`src/rtl/tpm_fifo_buf_ctrl_pkg.sv`:
```
// Shared definitions for the TPM FIFO buffer controller: FIFO state encodings
// and the header-size field location inside a TPM command.
package tpm_fifo_buf_ctrl_pkg;

  typedef enum logic [1:0] {
    ST_IDLE       = 2'd0,
    ST_RECEPTION  = 2'd1,
    ST_EXECUTION  = 2'd2,
    ST_COMPLETION = 2'd3
  } fifo_state_e;

  // commandSize occupies command bytes 2..5, most significant byte first
  localparam int         HDR_SIZE_FIRST = 2;
  localparam int         HDR_SIZE_LAST  = 5;
  localparam logic [7:0] RD_IDLE_BYTE   = 8'hFF;

endpackage

```
`src/rtl/tpm_hdr_size_cap.sv`:
```
// Captures the 32-bit big-endian commandSize field as header bytes stream in
// through buffer port B.
module tpm_hdr_size_cap
  import tpm_fifo_buf_ctrl_pkg::*;
#(
  parameter int IDX_W = 12
) (
  input  logic             Clk,
  input  logic             Rst,
  input  logic             i_clr,
  input  logic             i_wr,
  input  logic [IDX_W-1:0] i_idx,
  input  logic [7:0]       i_wdata,
  output logic [31:0]      o_hdr_size
);

  logic        w_hit;
  logic [31:0] r_hdr;

  assign w_hit = i_wr && (i_idx >= IDX_W'(HDR_SIZE_FIRST)) && (i_idx <= IDX_W'(HDR_SIZE_LAST));

  // Bytes arrive in index order, so shifting left yields big-endian order
  always_ff @(posedge Clk) begin
    if (Rst || i_clr) r_hdr <= '0;
    else if (w_hit)   r_hdr <= {r_hdr[23:0], i_wdata};
  end

  assign o_hdr_size = r_hdr;

endmodule

```
`src/rtl/tpm_fifo_buf_ctrl.sv`:
```
// Byte-side TPM FIFO controller for the shared command/response buffer:
// sequences IDLE/RECEPTION/EXECUTION/COMPLETION and drives buffer port B.
module tpm_fifo_buf_ctrl
  import tpm_fifo_buf_ctrl_pkg::*;
#(
  parameter int ADDR_W    = 11,
  parameter int BUF_BYTES = 2048,
  parameter int MIN_CMD   = 10
) (
  input  logic              Clk,
  input  logic              Rst,
  input  logic              host_req,
  input  logic              host_wr,
  input  logic [7:0]        host_wdata,
  output logic [7:0]        host_rdata,
  output logic              host_ack,
  input  logic              cmd_ready,
  input  logic              go,
  output logic              exec_start,
  output logic [ADDR_W:0]   cmd_len,
  input  logic              resp_done,
  input  logic [ADDR_W:0]   resp_len,
  output logic [1:0]        fifo_state,
  output logic              sts_expect,
  output logic              data_avail,
  output logic [ADDR_W:0]   burst_count,
  output logic              overflow,
  output logic [ADDR_W-1:0] buf_addr,
  output logic [7:0]        buf_wdata,
  output logic              buf_we,
  input  logic [7:0]        buf_rdata
);

  typedef logic [ADDR_W:0] ptr_t;
  localparam ptr_t LP_BUF = ptr_t'(BUF_BYTES);
  localparam ptr_t LP_MIN = ptr_t'(MIN_CMD);

  fifo_state_e r_state, w_state_nxt;
  ptr_t        r_wptr, r_rptr, r_cmd_len, r_resp_len;
  logic        r_ack, r_rd_pend, r_exec_start, r_overflow;
  logic        w_rx_start, w_go_acc, w_resp_acc, w_wr_acc, w_rd_acc, w_ovf_set, w_expect;
  logic [31:0] w_hdr_size;

  tpm_hdr_size_cap #(.IDX_W(ADDR_W + 1)) u_hdr_cap (
    .Clk        (Clk),
    .Rst        (Rst),
    .i_clr      (w_rx_start),
    .i_wr       (w_wr_acc),
    .i_idx      (r_wptr),
    .i_wdata    (host_wdata),
    .o_hdr_size (w_hdr_size)
  );

  always_ff @(posedge Clk) begin
    if (Rst) r_state <= ST_IDLE;
    else     r_state <= w_state_nxt;
  end

  // host_req is always decoded against the current (pre-transition) state
  always_comb begin
    w_state_nxt = r_state;
    w_rx_start  = 1'b0;
    w_go_acc    = 1'b0;
    w_resp_acc  = 1'b0;
    w_wr_acc    = 1'b0;
    w_rd_acc    = 1'b0;
    w_ovf_set   = 1'b0;
    w_expect    = 1'b0;
    case (r_state)
      ST_IDLE: begin
        if (cmd_ready) begin
          w_state_nxt = ST_RECEPTION;
          w_rx_start  = 1'b1;
        end
      end
      ST_RECEPTION: begin
        w_expect = (r_wptr < LP_MIN) || (32'(r_wptr) < w_hdr_size);
        if (host_req && host_wr) begin
          if (r_wptr < LP_BUF) w_wr_acc  = 1'b1;
          else                 w_ovf_set = 1'b1;
        end
        if ((r_wptr == LP_MIN) &&
            ((w_hdr_size > 32'(BUF_BYTES)) || (w_hdr_size < 32'(MIN_CMD))))
          w_ovf_set = 1'b1;
        if (cmd_ready) begin
          w_state_nxt = ST_IDLE;
        end else if (go && !w_expect) begin
          w_state_nxt = ST_EXECUTION;
          w_go_acc    = 1'b1;
        end
      end
      ST_EXECUTION: begin
        if (resp_done) begin
          w_state_nxt = ST_COMPLETION;
          w_resp_acc  = 1'b1;
        end
      end
      ST_COMPLETION: begin
        if (host_req) begin
          if (host_wr)                   w_ovf_set = 1'b1;
          else if (r_rptr < r_resp_len)  w_rd_acc  = 1'b1;
        end
        if (cmd_ready) w_state_nxt = ST_IDLE;
      end
    endcase
  end

  always_ff @(posedge Clk) begin
    if (Rst) begin
      r_wptr       <= '0;
      r_rptr       <= '0;
      r_cmd_len    <= '0;
      r_resp_len   <= '0;
      r_ack        <= 1'b0;
      r_rd_pend    <= 1'b0;
      r_exec_start <= 1'b0;
      r_overflow   <= 1'b0;
    end else begin
      r_ack        <= host_req;
      r_rd_pend    <= w_rd_acc;
      r_exec_start <= w_go_acc;
      if (w_rx_start)    r_wptr <= '0;
      else if (w_wr_acc) r_wptr <= r_wptr + ptr_t'(1);
      if (w_rx_start)     r_overflow <= 1'b0;
      else if (w_ovf_set) r_overflow <= 1'b1;
      // A write landing with go still counts as part of the command
      if (w_go_acc) r_cmd_len <= w_wr_acc ? r_wptr + ptr_t'(1) : r_wptr;
      if (w_resp_acc) begin
        r_rptr     <= '0;
        r_resp_len <= (resp_len > LP_BUF) ? LP_BUF : resp_len;
      end else if (w_rd_acc) begin
        r_rptr <= r_rptr + ptr_t'(1);
      end
    end
  end

  assign buf_we     = w_wr_acc;
  assign buf_wdata  = w_wr_acc ? host_wdata : 8'h00;
  assign buf_addr   = !host_req ? '0 :
                      (r_state == ST_COMPLETION) ? r_rptr[ADDR_W-1:0] : r_wptr[ADDR_W-1:0];

  // buf_rdata is registered in the RAM, so it lines up with the ack cycle
  assign host_rdata = r_rd_pend ? buf_rdata : RD_IDLE_BYTE;
  assign host_ack   = r_ack;
  assign exec_start = r_exec_start;
  assign cmd_len    = r_cmd_len;
  assign overflow   = r_overflow;
  assign fifo_state = r_state;
  assign sts_expect = w_expect;
  assign data_avail = (r_state == ST_COMPLETION) && (r_rptr < r_resp_len);

  always_comb begin
    burst_count = '0;
    if (r_state == ST_RECEPTION)       burst_count = LP_BUF - r_wptr;
    else if (r_state == ST_COMPLETION) burst_count = r_resp_len - r_rptr;
  end

endmodule

```
`config.mk`:
```
export PLATFORM = sky130hd
export DESIGN_NAME = tpm_fifo_buf_ctrl
export DESIGN_NICKNAME = d
export VERILOG_FILES = /design/src/rtl/tpm_fifo_buf_ctrl_pkg.sv /design/src/rtl/tpm_hdr_size_cap.sv /design/src/rtl/tpm_fifo_buf_ctrl.sv
export SDC_FILE = /design/constraint.sdc
export NUM_CORES = 1
export LEC_CHECK = 0
export CORE_AREA = 4 4 114 116
export DETAILED_ROUTE_END_ITERATION = 7
export DIE_AREA = 0 0 118 120
export HOLD_SLACK_MARGIN = 0.05
export PLACE_DENSITY = 0.69
export SYNTH_ARGS = -nofsm -noshare
export SYNTH_HDL_FRONTEND = slang
export SYNTH_SLANG_ARGS = --single-unit
```
`constraint.sdc`:
```
create_clock -name Clk -period 5.9 [get_ports Clk]
set_input_delay 1.18 -clock Clk [delete_from_list [all_inputs] [get_ports Clk]]
set_output_delay 1.18 -clock Clk [all_outputs]
set_load 0.01 [all_outputs]
```
# Word-level counts from Yosys, hierarchy flattened
# Cells that the tools add are included.
totals:
  reg_bits: 86
  in_bits: 35
  output_inout_bits: 59
  elab_cells: 80
classes:
  n_addsub: 4
  n_lt_le_gt_ge: 9
  n_eq_ne: 8
  mux: 35
  n_reduce_logical: 14
op_table:
  columns: ["cell", "n"]
  rows:
  - ["$mux W12", 4]
  - ["$gt A32 B12 Y1 const B", 1]
  - ["$lt A12 B32 Y1", 1]
  - ["$lt A32 B4 Y1 const B", 1]
  - ["$add A12 B1 Y12 const B", 2]
  - ["$mux W11", 2]
  - ["$mux W1", 20]
  - ["$mux W8", 2]
  - ["$eq A12 B4 Y1 const B", 1]
  - ["$ge A12 B2 Y1 const B", 1]
  - ["$gt A12 B12 Y1 const B", 1]
  - ["$le A12 B3 Y1 const B", 1]
  - ["$lt A12 B12 Y1", 1]
  - ["$lt A12 B12 Y1 const B", 1]
  - ["$lt A12 B4 Y1 const B", 1]
  - ["$sub A12 B12 Y12", 1]
  - ["$sub A12 B12 Y12 const A", 1]
  - ["$mux W2", 5]
  - ["$pmux W2 S4", 1]
  - ["$logic_and A1 B1 Y1", 6]
  - ["$ne A2 B2 Y1 const B", 3]
  - ["$eq A2 B2 Y1 const B", 2]
  - ["$reduce_and A4 Y1", 1]
  - ["$reduce_or A2 Y1", 2]
  - ["other kinds (6)", 8]

# Longest topological paths before layout
depth:
  depth_word: 7
  mapped_depth: 10
  mapped_depth_nobuf: 9

# Cells and area by module
# A second synthesis with hierarchy kept.
unflattened:
  hier_cells: 608
  area_unflattened_um2: 4988.5
by_module_without_submodules:
  columns: ["mod", "n_inst", "cells_each", "area_per_inst_um2", "seq_area_each_um2"]
  rows:
  - ["tpm_fifo_buf_ctrl", 1, 490, 3744.8, 1081.0]
  - ["tpm_hdr_size_cap", 1, 118, 1243.7, 640.6]

# Worst setup path before layout
# Ideal clock, no wire load.
synth_path:
  kind: "reg2out"
  startpoint: "reg r_rptr[0]"
  endpoint: "out burst_count[8]"
  arrival_ps: 2158
  required_ps: 4720
  slack_ps: 2562
  stages_incl_launch_ff: 10
  path_buffers: 1
  cell_sequence: "dfxtp_1 ha_1 inv_1 fa_1 a211oi_1 o21ai_0 nand2_1 clkbuf_1 nand3_1 o211ai_1"
synth_between:
  elab_chain_cells: 3
synth_rtl:
  columns: ["element", "line", "text"]
  rows:
  - ["from (decl)", "tpm_fifo_buf_ctrl.sv:39", "ptr_t r_wptr, r_rptr, r_cmd_len, r_resp_len;"]
  - ["from (signal assigned)", "tpm_fifo_buf_ctrl.sv:132", "r_rptr <= r_rptr + ptr_t'(1);"]
  - ["$sub A12 B12 Y12", "tpm_fifo_buf_ctrl.sv:155", "else if (r_state == ST_COMPLETION) burst_count = r_resp_len - r_rptr;"]
  - ["$mux W12", "tpm_fifo_buf_ctrl.sv:155", null]
  - ["$mux W12", "tpm_fifo_buf_ctrl.sv:154", "if (r_state == ST_RECEPTION) burst_count = LP_BUF - r_wptr;"]
  - ["to (decl)", "tpm_fifo_buf_ctrl.sv:26", "output logic [ADDR_W:0] burst_count,"]
# Every way passes these cells.

# Final worst setup path
layout_path:
  startpoint: "in host_req"
  endpoint: "out buf_wdata[3]"
layout_between:
  elab_chain_cells: 4
layout_rtl:
  columns: ["element", "line", "text"]
  rows:
  - ["from (decl)", "tpm_fifo_buf_ctrl.sv:12", "input logic host_req,"]
  - ["$logic_and A1 B1 Y1", "tpm_fifo_buf_ctrl.sv:78", "if (host_req && host_wr) begin"]
  - ["$mux W1", "tpm_fifo_buf_ctrl.sv:78", null]
  - ["$mux W1", "tpm_fifo_buf_ctrl.sv:69", "case (r_state)"]
  - ["$mux W8", "tpm_fifo_buf_ctrl.sv:138", "assign buf_wdata = w_wr_acc ? host_wdata : 8'h00;"]
  - ["to (decl)", "tpm_fifo_buf_ctrl.sv:29", "output logic [7:0] buf_wdata,"]
# Every way passes these cells.

==> impl_metrics.xml <==
<?xml version="1.0" encoding="UTF-8"?>
<metrics>
  <group name="setup_path">
    <metric name="biggest_fanout_along_the_worst_timing_path" unit="">15</metric>
    <metric name="timing.critical_path.to_type" unit="">output pin</metric>
    <metric name="cp.required" unit="ns">4.72</metric>
    <metric name="critical_path.cell_chain" unit="">clkdlybuf4s50_1 -&gt; buf_4 -&gt; nand2_1 -&gt; nor2_1 -&gt; and2_1 -&gt; clkdlybuf4s50_1</metric>
    <metric name="crit_arrival" unit="ns">3.55</metric>
    <metric name="worst_path_max_delay_cell" unit="">nor2_1</metric>
    <metric name="critPathKind" unit="">input pin to output pin</metric>
    <metric name="r2r.worst_path.cells" unit="">5</metric>
    <metric name="timing.critical_path.mode_cell" unit="">clkdlybuf4s50_1</metric>
    <metric name="crit_path_start_kind" unit="">input pin</metric>
    <metric name="timing.reg2reg.setup_slack" unit="ns">2.56</metric>
    <metric name="rr_endpoint" unit="">u_hdr_cap.o_hdr_size[25]</metric>
    <metric name="worst_path_largest_cell_delay" unit="ns">0.73</metric>
  </group>
  <group name="logic_synthesis">
    <metric name="synthFlopType" unit="">dfxtp_1</metric>
    <metric name="ys_top_cells_by_area" unit="">dfxtp_1, nand2_1, ha_1, a21oi_1, nor2_1</metric>
    <metric name="synth_edf_count" unit="">0</metric>
    <metric name="synth.cells.most_frequent" unit="">nand2_1, dfxtp_1, a21oi_1, nor2_1, inv_1</metric>
    <metric name="synth.net_count" unit="">751</metric>
    <metric name="yosysTopAreaCellShare" unit="%">32.6</metric>
    <metric name="syn-instance-count" unit="">687</metric>
    <metric name="synth_sequential_area_ratio" unit="%">32.6</metric>
    <metric name="async_flop_share" unit="%">0</metric>
    <metric name="synth_area" unit="sq mm">0.00529</metric>
    <metric name="yosysMostFrequentCell" unit="">nand2_1</metric>
    <metric name="post_synth.cell_area_avg" unit="sq um">7.70</metric>
    <metric name="postSynthRegisterBits" unit="">86</metric>
    <metric name="ys.warnings.count" unit="">0</metric>
    <metric name="yosys.cell_types.count" unit="">58</metric>
    <metric name="synth_top_cell_by_area" unit="">dfxtp_1</metric>
  </group>
  <group name="routing">
    <metric name="met3_length" unit="microns">791</metric>
    <metric name="drtIter0Drc" unit="">414</metric>
    <metric name="drt_wl_total" unit="microns">14900</metric>
    <metric name="firstDrtPassIters" unit="">5</metric>
    <metric name="drt-met1-wl" unit="microns">6470</metric>
    <metric name="vias" unit="">5049</metric>
    <metric name="met2_length" unit="microns">7420</metric>
    <metric name="ant_nets" unit="">0</metric>
    <metric name="viasPerCell" unit="">5.57</metric>
    <metric name="highest-signal-layer" unit="">met4</metric>
    <metric name="routed_length_per_instance" unit="microns">16.5</metric>
    <metric name="drt_drc_violations_left" unit="">0</metric>
  </group>
  <group name="finish">
    <metric name="layout.area.seq" unit="sq mm">0.00172</metric>
    <metric name="layout.nets" unit="">819</metric>
    <metric name="ant_diodes" unit="">0</metric>
    <metric name="fill_cells" unit="">1131</metric>
    <metric name="utilization" unit="%">55.1</metric>
    <metric name="layout-drive-gt1-share" unit="%">5.00</metric>
    <metric name="multi_input_comb_area" unit="sq mm">0.00327</metric>
    <metric name="layout-area-overhead-vs-synth" unit="%">24.1</metric>
  </group>
  <group name="clock_network">
    <metric name="cts_made_buffers" unit="">9</metric>
    <metric name="postCtsSetupBuffers" unit="">0</metric>
    <metric name="h-tree-depth" unit="">3</metric>
    <metric name="cts_num_sinks" unit="">86</metric>
    <metric name="insertion_delay_of_the_later_clocked_pin_in_the_worst_skew_pair" unit="ns">0.35</metric>
    <metric name="cts_max_path_buffers" unit="">2</metric>
    <metric name="cts_resized" unit="">0</metric>
    <metric name="root_buffer" unit="">clkbuf_16</metric>
    <metric name="tritoncts" unit="">done</metric>
    <metric name="post_cts_hold_buffer_count" unit="">0</metric>
    <metric name="cts.reportedPaths.clkPinSlew" unit="ns">0.06</metric>
  </group>
  <group name="pwr">
    <metric name="switching_share" unit="%">24.2</metric>
    <metric name="p_int" unit="mW">0.910</metric>
    <metric name="cellLeakagePower" unit="nW">2.28</metric>
    <metric name="power.clock.fraction" unit="%">44.8</metric>
    <metric name="combinationalPowerShare" unit="%">6.5</metric>
    <metric name="power.density_cell_area" unit="mW/mm^2">183</metric>
    <metric name="switchingPower" unit="mW">0.291</metric>
    <metric name="p_seq_share" unit="%">48.7</metric>
    <metric name="total_power" unit="mW">1.20</metric>
    <metric name="worst_ir_drop_vdd" unit="V">0.000137</metric>
  </group>
  <group name="sta">
    <metric name="timing.final.setup_violations" unit="">0</metric>
    <metric name="grt_setup_unrepaired" unit="">no</metric>
    <metric name="timing.setup.tns" unit="ns">0</metric>
    <metric name="min_period" unit="ns">4.73</metric>
    <metric name="max_slew_margin" unit="%">30.8</metric>
    <metric name="tightestPinTransition" unit="ns">1.04</metric>
    <metric name="final_hold_viol_count" unit="">0</metric>
    <metric name="fin_crit_sh" unit="%">80.2</metric>
    <metric name="worst_clock_skew" unit="ns">0.00576</metric>
    <metric name="drv_slew" unit="">0</metric>
    <metric name="maxClockFrequency" unit="MHz">211</metric>
  </group>
  <group name="place">
    <metric name="routabilityCongestion" unit="">0.912</metric>
    <metric name="portBuffers" unit="">93</metric>
    <metric name="dpl.hpwl" unit="microns">11100</metric>
  </group>
  <group name="grt">
    <metric name="grt_max_degree" unit="">46</metric>
    <metric name="grt_overflow" unit="">0</metric>
    <metric name="grt_antenna_before_repair" unit="">0</metric>
    <metric name="grt_pass1_vias" unit="">4959</metric>
    <metric name="global_route.usage.total" unit="%">20.9</metric>
    <metric name="grt_first_pass_wirelength" unit="microns">24300</metric>
  </group>
  <group name="floorplanning">
    <metric name="placeableCoreArea" unit="sq mm">0.0119</metric>
    <metric name="ioPinCount" unit="">94</metric>
    <metric name="starting_density" unit="%">44.4</metric>
    <metric name="total_die_area" unit="sq mm">0.0142</metric>
    <metric name="num_rows" unit="">40</metric>
    <metric name="die_width" unit="microns">118</metric>
    <metric name="die_h" unit="microns">120</metric>
  </group>
  <group name="worst_hold_path">
    <metric name="hold_path.startpoint" unit="">u_hdr_cap.o_hdr_size[24]</metric>
    <metric name="holdPathEnd" unit="">u_hdr_cap.o_hdr_size[24]</metric>
    <metric name="hold_depth" unit="">2</metric>
    <metric name="min-delay-path-class" unit="">flip-flop to flip-flop</metric>
  </group>
  <group name="outcome">
    <metric name="status" unit="">finished, final reports clean</metric>
  </group>
  <group name="flow_run">
    <metric name="drv_cap" unit="">0</metric>
  </group>
</metrics>
-- per-stage QoR --
step,worst slack [ns],hold slack (ns),area (sq um),std cells
final,1.17,0.451,6560,907
after floorplan,2.56,0.432,5290,687
after global placement,1.25,0.439,6280,891
after detailed placement,1.14,0.446,6280,891
after CTS,1.15,0.455,6560,907
after global routing,0.950,0.473,6560,907
-- placed cells by master, fill, tap and decap left out, drive strengths merged, types with 6 or more instances in the layout --
cell type and instances:
a22o 9, clkbuf 9, clkdlybuf4s50 93, nor2b 17
nand3 17, nand2b 13, ha 28, inv 37
mux2i 15, and2 10, a31oi 6, o21a 11
or3 12, mux2 12, nor2 47, a21oi 60
nor3 16, a21boi 11, o21ai 16, dfxtp 86
nor4 15, nand2 126, buf 6, a211oi 14
xnor2 12
-- worst max path at each step --
stage / start / to / slack [ns] / cells after the start
2_1_floorplan: r_rptr[0] / burst_count[8] / 2.56 / 9
3_3_place_gp: host_req / buf_wdata[2] / 1.25 / 6
3_5_place_dp: host_req / buf_wdata[6] / 1.14 / 6
4_1_cts: host_req / buf_wdata[2] / 1.15 / 6
5_1_grt: flip-flop / data_avail / 0.95 / 5
6_report: host_req / buf_wdata[3] / 1.17 / 6
-- critical path, delay by kind of cell --
family,cells,cell delay (ns)
AND/OR/NAND/NOR,3,1.18
buffers and inverters,3,1.17
-- cells by family after synthesis --
| logic type | synth area share, % |
|---|---|
| mux | 6.03 |
| fa+ha+maj | 7.00 |
| flops | 32.6 |
| xor+xnor | 2.82 |
| compound gates | 18.8 |
| buf+inv | 5.87 |
| simple gates | 26.9 |
-- power groups by stage --
stage / Clock (mW) / Sequential (mW) / Combinational (mW)
floorplan: 0 / 0.596 / 0.0358
finish: 0.538 / 0.584 / 0.0783
global placement: 0 / 0.597 / 0.0774
detailed placement: 0 / 0.597 / 0.0781
CTS: 0.551 / 0.584 / 0.0787
global route: 0.574 / 0.584 / 0.0847
-- routing by layer --
metal	global-route usage, %	vias up
li1	-	2537
met1	24.9	2330
met2	36.6	162
met3	5.70	20
met4	7.03	0
met5	0	-
-- area by class of cell --
cell class	instances	area share (%)
sequential	86	26.2
inverter	35	2.00
tap	147	2.80
clock inverter	7	0.858
multi-input combinational	524	49.8
timing repair buffer	99	14.9
clock buffer	9	3.43
-- state kept, by name, indices dropped and copies added, names as in the netlist, named ones only --
name and count:
r_wptr 12, u_hdr_cap.o_hdr_size 32, exec_start 1, r_rd_pend 1
host_ack 1, cmd_len 12, r_rptr 12, r_resp_len 12
fifo_state 1, overflow 1
(Power assumes the default switching activity.)
